## config.mk

```make
export PLATFORM = sky130hd
export DESIGN_NAME = vram_scanout
export DESIGN_NICKNAME = d
export VERILOG_FILES = /design/src/rtl/vram_scanout.sv
export SDC_FILE = /design/constraint.sdc
export NUM_CORES = 1
export LEC_CHECK = 0
export BUFFER_PORTS_ARGS = -buffer_cell sky130_fd_sc_hd__buf_2
export CORE_MARGIN = 2
export CORE_UTILIZATION = 54
export CTS_BUF_LIST = sky130_fd_sc_hd__clkbuf_4
export DETAILED_ROUTE_END_ITERATION = 7
export GPL_TIMING_DRIVEN = 0
export PLACE_DENSITY = 0.76
export SETUP_SLACK_MARGIN = 0.3
export SYNTH_ARGS = -nofsm -noshare
export SYNTH_HDL_FRONTEND = slang
export SYNTH_SLANG_ARGS = --single-unit
```

## constraint.sdc

```tcl
create_clock -name i_clk -period 5.2 [get_ports i_clk]
set_input_delay 0.26 -clock i_clk [delete_from_list [all_inputs] [get_ports i_clk]]
set_output_delay 0.26 -clock i_clk [all_outputs]
set_load 0.02 [all_outputs]
```

## src/rtl/vram_scanout.sv

```systemverilog
// rtl/vram_scanout.sv - 640x480 VGA scanout of the 128x64 2bpp VRAM as a scaled, centred window.
// Optional SCANLINE_EN halves the intensity of the last screen line of every VRAM row.
module vram_scanout #(
   parameter int          H_ACTIVE = 640,
   parameter int          H_FP     = 16,
   parameter int          H_SYNC   = 96,
   parameter int          H_BP     = 48,
   parameter int          V_ACTIVE = 480,
   parameter int          V_FP     = 10,
   parameter int          V_SYNC   = 2,
   parameter int          V_BP     = 33,
   parameter int          SCALE    = 4,
   parameter int          X_OFF    = 64,
   parameter int          Y_OFF    = 112,
   parameter logic [11:0] BORDER   = 12'h222
) (
   input  logic       i_clk,
   input  logic       i_reset,
   output logic [6:0] o_vram_hpos,
   output logic [5:0] o_vram_vpos,
   input  logic [1:0] i_vram_pixelo,
   output logic       o_vga_hs,
   output logic       o_vga_vs,
   output logic       o_vga_de,
   output logic [3:0] o_vga_r,
   output logic [3:0] o_vga_g,
   output logic [3:0] o_vga_b,
   output logic       o_vblank
);

   localparam int H_TOTAL = H_ACTIVE + H_FP + H_SYNC + H_BP;
   localparam int V_TOTAL = V_ACTIVE + V_FP + V_SYNC + V_BP;
   localparam int HW      = $clog2(H_TOTAL);
   localparam int VW      = $clog2(V_TOTAL);
   localparam int SW      = (SCALE > 1) ? $clog2(SCALE) : 1;

   localparam logic [HW-1:0] H_LAST = HW'(H_TOTAL - 1);
   localparam logic [HW-1:0] H_ACT  = HW'(H_ACTIVE);
   localparam logic [HW-1:0] HS_BEG = HW'(H_ACTIVE + H_FP);
   localparam logic [HW-1:0] HS_END = HW'(H_ACTIVE + H_FP + H_SYNC);
   localparam logic [HW-1:0] X_BEG  = HW'(X_OFF);
   localparam logic [HW-1:0] X_END  = HW'(X_OFF + 128 * SCALE);
   localparam logic [VW-1:0] V_LAST = VW'(V_TOTAL - 1);
   localparam logic [VW-1:0] V_ACT  = VW'(V_ACTIVE);
   localparam logic [VW-1:0] VS_BEG = VW'(V_ACTIVE + V_FP);
   localparam logic [VW-1:0] VS_END = VW'(V_ACTIVE + V_FP + V_SYNC);
   localparam logic [VW-1:0] Y_BEG  = VW'(Y_OFF);
   localparam logic [VW-1:0] Y_END  = VW'(Y_OFF + 64 * SCALE);
   localparam logic [SW-1:0] S_LAST = SW'(SCALE - 1);

   logic [HW-1:0] r_h;
   logic [VW-1:0] r_v;
   logic [SW-1:0] r_sx, r_sy;
   logic [6:0]    r_hpos;
   logic [5:0]    r_vpos;
   logic          r_hs1, r_vs1, r_act1, r_win1, r_vb1;
   logic          r_hs2, r_vs2, r_de2, r_vb2;
   logic [11:0]   r_rgb;
   logic [3:0]    w_chan;
   logic [11:0]   w_rgb;

   wire w_h_wrap = (r_h == H_LAST);
   wire w_in_act = (r_h < H_ACT) && (r_v < V_ACT);
   wire w_in_wy  = (r_v >= Y_BEG) && (r_v < Y_END);
   wire w_in_win = (r_h >= X_BEG) && (r_h < X_END) && w_in_wy;
   wire w_hs     = !((r_h >= HS_BEG) && (r_h < HS_END));
   wire w_vs     = !((r_v >= VS_BEG) && (r_v < VS_END));
   wire w_vb     = (r_h == '0) && (r_v == V_ACT);

   // Sub-counters step the VRAM address every SCALE pixels/lines instead of dividing.
   always_ff @(posedge i_clk or posedge i_reset) begin
      if (i_reset) begin
         r_h    <= '0;
         r_v    <= '0;
         r_sx   <= '0;
         r_sy   <= '0;
         r_hpos <= '0;
         r_vpos <= '0;
      end else begin
         if (w_h_wrap) begin
            r_h <= '0;
            r_v <= (r_v == V_LAST) ? '0 : r_v + 1'b1;
         end else begin
            r_h <= r_h + 1'b1;
         end
         if (w_in_win) begin
            if (r_sx == S_LAST) begin
               r_sx   <= '0;
               r_hpos <= r_hpos + 1'b1;
            end else begin
               r_sx <= r_sx + 1'b1;
            end
         end else begin
            r_sx   <= '0;
            r_hpos <= '0;
         end
         if (w_h_wrap) begin
            if (w_in_wy) begin
               if (r_sy == S_LAST) begin
                  r_sy   <= '0;
                  r_vpos <= r_vpos + 1'b1;
               end else begin
                  r_sy <= r_sy + 1'b1;
               end
            end else begin
               r_sy   <= '0;
               r_vpos <= '0;
            end
         end
      end
   end

   assign o_vram_hpos = w_in_win ? r_hpos : '0;
   assign o_vram_vpos = w_in_win ? r_vpos : '0;

`ifdef SCANLINE_EN
   logic r_dim1;
   always_ff @(posedge i_clk or posedge i_reset) begin
      if (i_reset) r_dim1 <= 1'b0;
      else         r_dim1 <= (r_sy == S_LAST);
   end
`endif

   // Stage 1: the VRAM read data lands while these delayed flags are current.
   always_ff @(posedge i_clk or posedge i_reset) begin
      if (i_reset) begin
         r_hs1  <= 1'b1;
         r_vs1  <= 1'b1;
         r_act1 <= 1'b0;
         r_win1 <= 1'b0;
         r_vb1  <= 1'b0;
      end else begin
         r_hs1  <= w_hs;
         r_vs1  <= w_vs;
         r_act1 <= w_in_act;
         r_win1 <= w_in_win;
         r_vb1  <= w_vb;
      end
   end

   always_comb begin
      w_chan = {i_vram_pixelo, i_vram_pixelo};
`ifdef SCANLINE_EN
      if (r_dim1) w_chan = {1'b0, w_chan[3:1]};
`endif
      w_rgb = '0;
      if (r_win1)      w_rgb = {w_chan, w_chan, w_chan};
      else if (r_act1) w_rgb = BORDER;
   end

   always_ff @(posedge i_clk or posedge i_reset) begin
      if (i_reset) begin
         r_hs2 <= 1'b1;
         r_vs2 <= 1'b1;
         r_de2 <= 1'b0;
         r_vb2 <= 1'b0;
         r_rgb <= '0;
      end else begin
         r_hs2 <= r_hs1;
         r_vs2 <= r_vs1;
         r_de2 <= r_act1;
         r_vb2 <= r_vb1;
         r_rgb <= w_rgb;
      end
   end

   assign o_vga_hs = r_hs2;
   assign o_vga_vs = r_vs2;
   assign o_vga_de = r_de2;
   assign o_vga_r  = r_rgb[11:8];
   assign o_vga_g  = r_rgb[7:4];
   assign o_vga_b  = r_rgb[3:0];
   assign o_vblank = r_vb2;

endmodule

```

==> run metrics <==
FF-to-FF Start r_h[0]$_DFF_PP0_; Synth async-reset ratio 100.0%; skew final 12.03 ps; crit share post-route between 50% and 60%; Mapped Area roughly 2400 sq um; final critical-path required period approximately 3000 ps; RSZ-0062 raised after global routing false; GP Congestion 0.8357; Die Span Y 70.89 um; clock-pin slew on the worst setup and hold paths 150 ps; Hold Crit Start i_vram_pixelo[0]; ratio of routed vias to standard cells 5.445; Worst Reg2Reg Path Length in Cells 6; GRT overflow 0; Layout area overhead 14.81%; #FFs+latches synth 49; outcome finished, final reports clean; Final TNS setup 0 ps; register area ~1200 sq um; vias in the first global route 1706; Num CTS Buffers 5; DRC violations left 0; reg-to-reg critical path endpoint r_v[8]$_DFFE_PP0N_; row count 24; CP Launch Type flip-flop; Worst Path Max Fanout 10; GR met2 Demand/Resource 30.84%; WL final 4.316 mm; power density cells 239.1 nW/um^2; sequential share of the synthesized area between 50% and 60%; Final Hold Viols 0; Lkg Pwr ~1.3 nW; slowest stage delay, CP approximately 530 ps; H-Tree Depth 2; most used cell, CP buf_2; worst min path class in2reg; initial DRC count 104; EDFF count, synth 0; WL/cell 13.24 um; CP Data Required Time 4940 ps; hold worst-path end r_rgb[10]$_DFF_PP0_; most frequent cells in the layout 45 x dfrtp_1, 35 x buf_2, 21 x nor2_1; CTS tree done; non-filler instance count after layout 326; CTS max path bufs 2; die width 70.89 um; Hold WS 88.61 ps; Crit-path slowest cell xnor2_1; Crit Path Category reg2out; Syn Nets between 200 and 250; Max Cap Viol 0; clk sinks 49; TritonRoute pass-1 iters 4; most common cell after layout, fill and taps aside dfrtp_1; IO Port Bufs 32; vias 1775; CORE AREA ~4300 sq um; Final Util 64.15%; crit path cell chain a31oi_1 > xnor2_1 > nand3_1 > inv_1 > buf_2 > and2_1 > buf_2; Inserted Diodes 0; Pwr Total roughly 0.00066 W; initial core utilization 55.87%; post-DP HPWL 3.055 mm; final setup fails 0; worst-margin pin slew approximately 600 ps; flop-to-flop setup slack 3000 ps; Critical Path AT 2740 ps; CP bufs+invs 3; met3 GRT Util under 10%; Yosys Warn Count 0; CTS Root Cell clkbuf_4; # fillers between 300 and 400; pin count of the biggest net entering global routing 34; Die Area 5025 sq um; maximum vdd drop 0.1536 mV; Slew Limit Fails 0; clk_lat worst skew between 300 and 400 ps; delay-heaviest family, CP buffers and inverters; I/O pins 33; total track usage 18.99%; Avg Inst Size Synth 10.41 sq um; Mapped Cells 232; Nets 285; Top FF cell, synth dfrtp_1; first-pass GRT wire length 7.638 mm; initial antenna violation count 0; Distinct cells, synth between 40 and 50; layout cells sized above 1 24.45%; GRT Max-Usage Layer met2; CP Capture Type primary output; area of the multi-input gates 1047 sq um; remaining antenna violation count 0; Achievable Freq between 300 and 400 MHz; postcts setup bufs 0; grt met1 use 25.07%; slew margin rel. 59.76%; Hold Crit Depth 2; DP Cell Count 317
==> routing by layer <==
layer	part of all wire (%)	wire, um
met5	0	0
met4	1.5	66
met3	5.4	235
met1	47	2007
met2	47	2007
==> cells by family after synthesis <==
group | Yosys count | synth area share (%)
AO/OA/AOI/OAI | 25 | 7.199
buffers and inverters | 26 | 5.696
AND/OR/NAND/NOR | 99 | 22.27
XOR/XNOR | 20 | 7.561
multiplexers | 5 | 2.175
flip-flops | 49 | 50.96
adder cells (fa/ha/maj) | 8 | 4.143
==> where the power goes <==
| part | switching, W | leakage, nW | internal [W] |
|---|---|---|---|
| clock network | 0.000123 | 0.0552 | 0.000149 |
| logic | 0.00000761 | 0.632 | 0.00000287 |
| registers | 0 | 0.641 | 0.000381 |
==> final cells by class <==
class,instances,area share [%]
Tap cell,52,2.346
Inverter,9,1.218
Clock inverter,3,2.346
Sequential cell,49,44.38
Buffer,17,3.744
Clock buffer,5,1.353
Timing Repair Buffer,34,6.856
Multi-Input combinational cell,157,37.75
==> sequential cells by signal, summed over array words and instances (netlist names) <==
signal    count
r_v          10
r_hpos        7
r_vpos        6
o_vga_de      1
o_vblank      1
r_h          10
r_vb1         1
r_hs1         1
o_vga_hs      1
r_act1        1
o_vga_vs      1
r_sy          2
r_vs1         1
r_win1        1
r_rgb         3
r_sx          2
==> worst max path at each step <==
stage                             from             end  cells after the start
floorplan           r_v[5]$_DFFE_PP0N_  o_vram_hpos[2]                      7
global placement    r_v[5]$_DFFE_PP0N_  o_vram_vpos[3]                      8
detailed placement  r_v[5]$_DFFE_PP0N_  o_vram_vpos[3]                      8
CTS                 r_v[5]$_DFFE_PP0N_  o_vram_vpos[3]                      8
global route        r_v[4]$_DFFE_PP0N_  o_vram_vpos[3]                      7
finish              r_v[4]$_DFFE_PP0N_  o_vram_vpos[3]                      7
==> per-stage QoR <==
stage	setup WS (ps)	instance area, sq um
finish	2197	2774
CTS	2168	2774
global placement	2627	2641
global route	1884	2774
detailed placement	2598	2661
floorplan	3088	2416
==> Yosys cell counts, types with 2 or more instances <==
| library cell | count | area [sq um] |
|---|---|---|
| a21oi_1 | 2 | 10.01 |
| or3_1 | 3 | 18.77 |
| o31ai_1 | 4 | 30.03 |
| clkbuf_1 | 3 | 11.26 |
| mux2_2 | 2 | 22.52 |
| xor2_1 | 12 | 105.1 |
| nor2_1 | 21 | 78.83 |
| nor2b_1 | 2 | 12.51 |
| and3_1 | 4 | 25.02 |
| dfstp_2 | 4 | 105.1 |
| nand3_1 | 12 | 60.06 |
| a32oi_1 | 2 | 17.52 |
| nand4_1 | 7 | 43.79 |
| inv_1 | 9 | 33.78 |
| clkbuf_2 | 2 | 10.01 |
| buf_2 | 3 | 15.01 |
| or4_4 | 2 | 22.52 |
| nand2b_1 | 2 | 12.51 |
| nor3_1 | 5 | 25.02 |
| and2_1 | 17 | 106.4 |
| mux2i_1 | 3 | 30.03 |
| xnor2_1 | 7 | 61.31 |
| dfrtp_1 | 45 | 1126 |
| nor4_1 | 4 | 25.02 |
| a22o_1 | 3 | 26.28 |
| ha_1 | 8 | 100.1 |
| and4_1 | 3 | 26.28 |
| buf_4 | 9 | 67.56 |
| o21ai_0 | 8 | 40.04 |
| nand2_1 | 13 | 48.80 |
==> what timing repair did <==
| item | in CTS | in global routing |
|---|---|---|
| endpoints found under the hold margin | 14 | 0 |
| resized for setup | 0 | 0 |
| hold buffers | 1 | 0 |
| endpoints found under the setup margin | 0 | 0 |
Note: power is estimated with default switching activity, not from simulation.
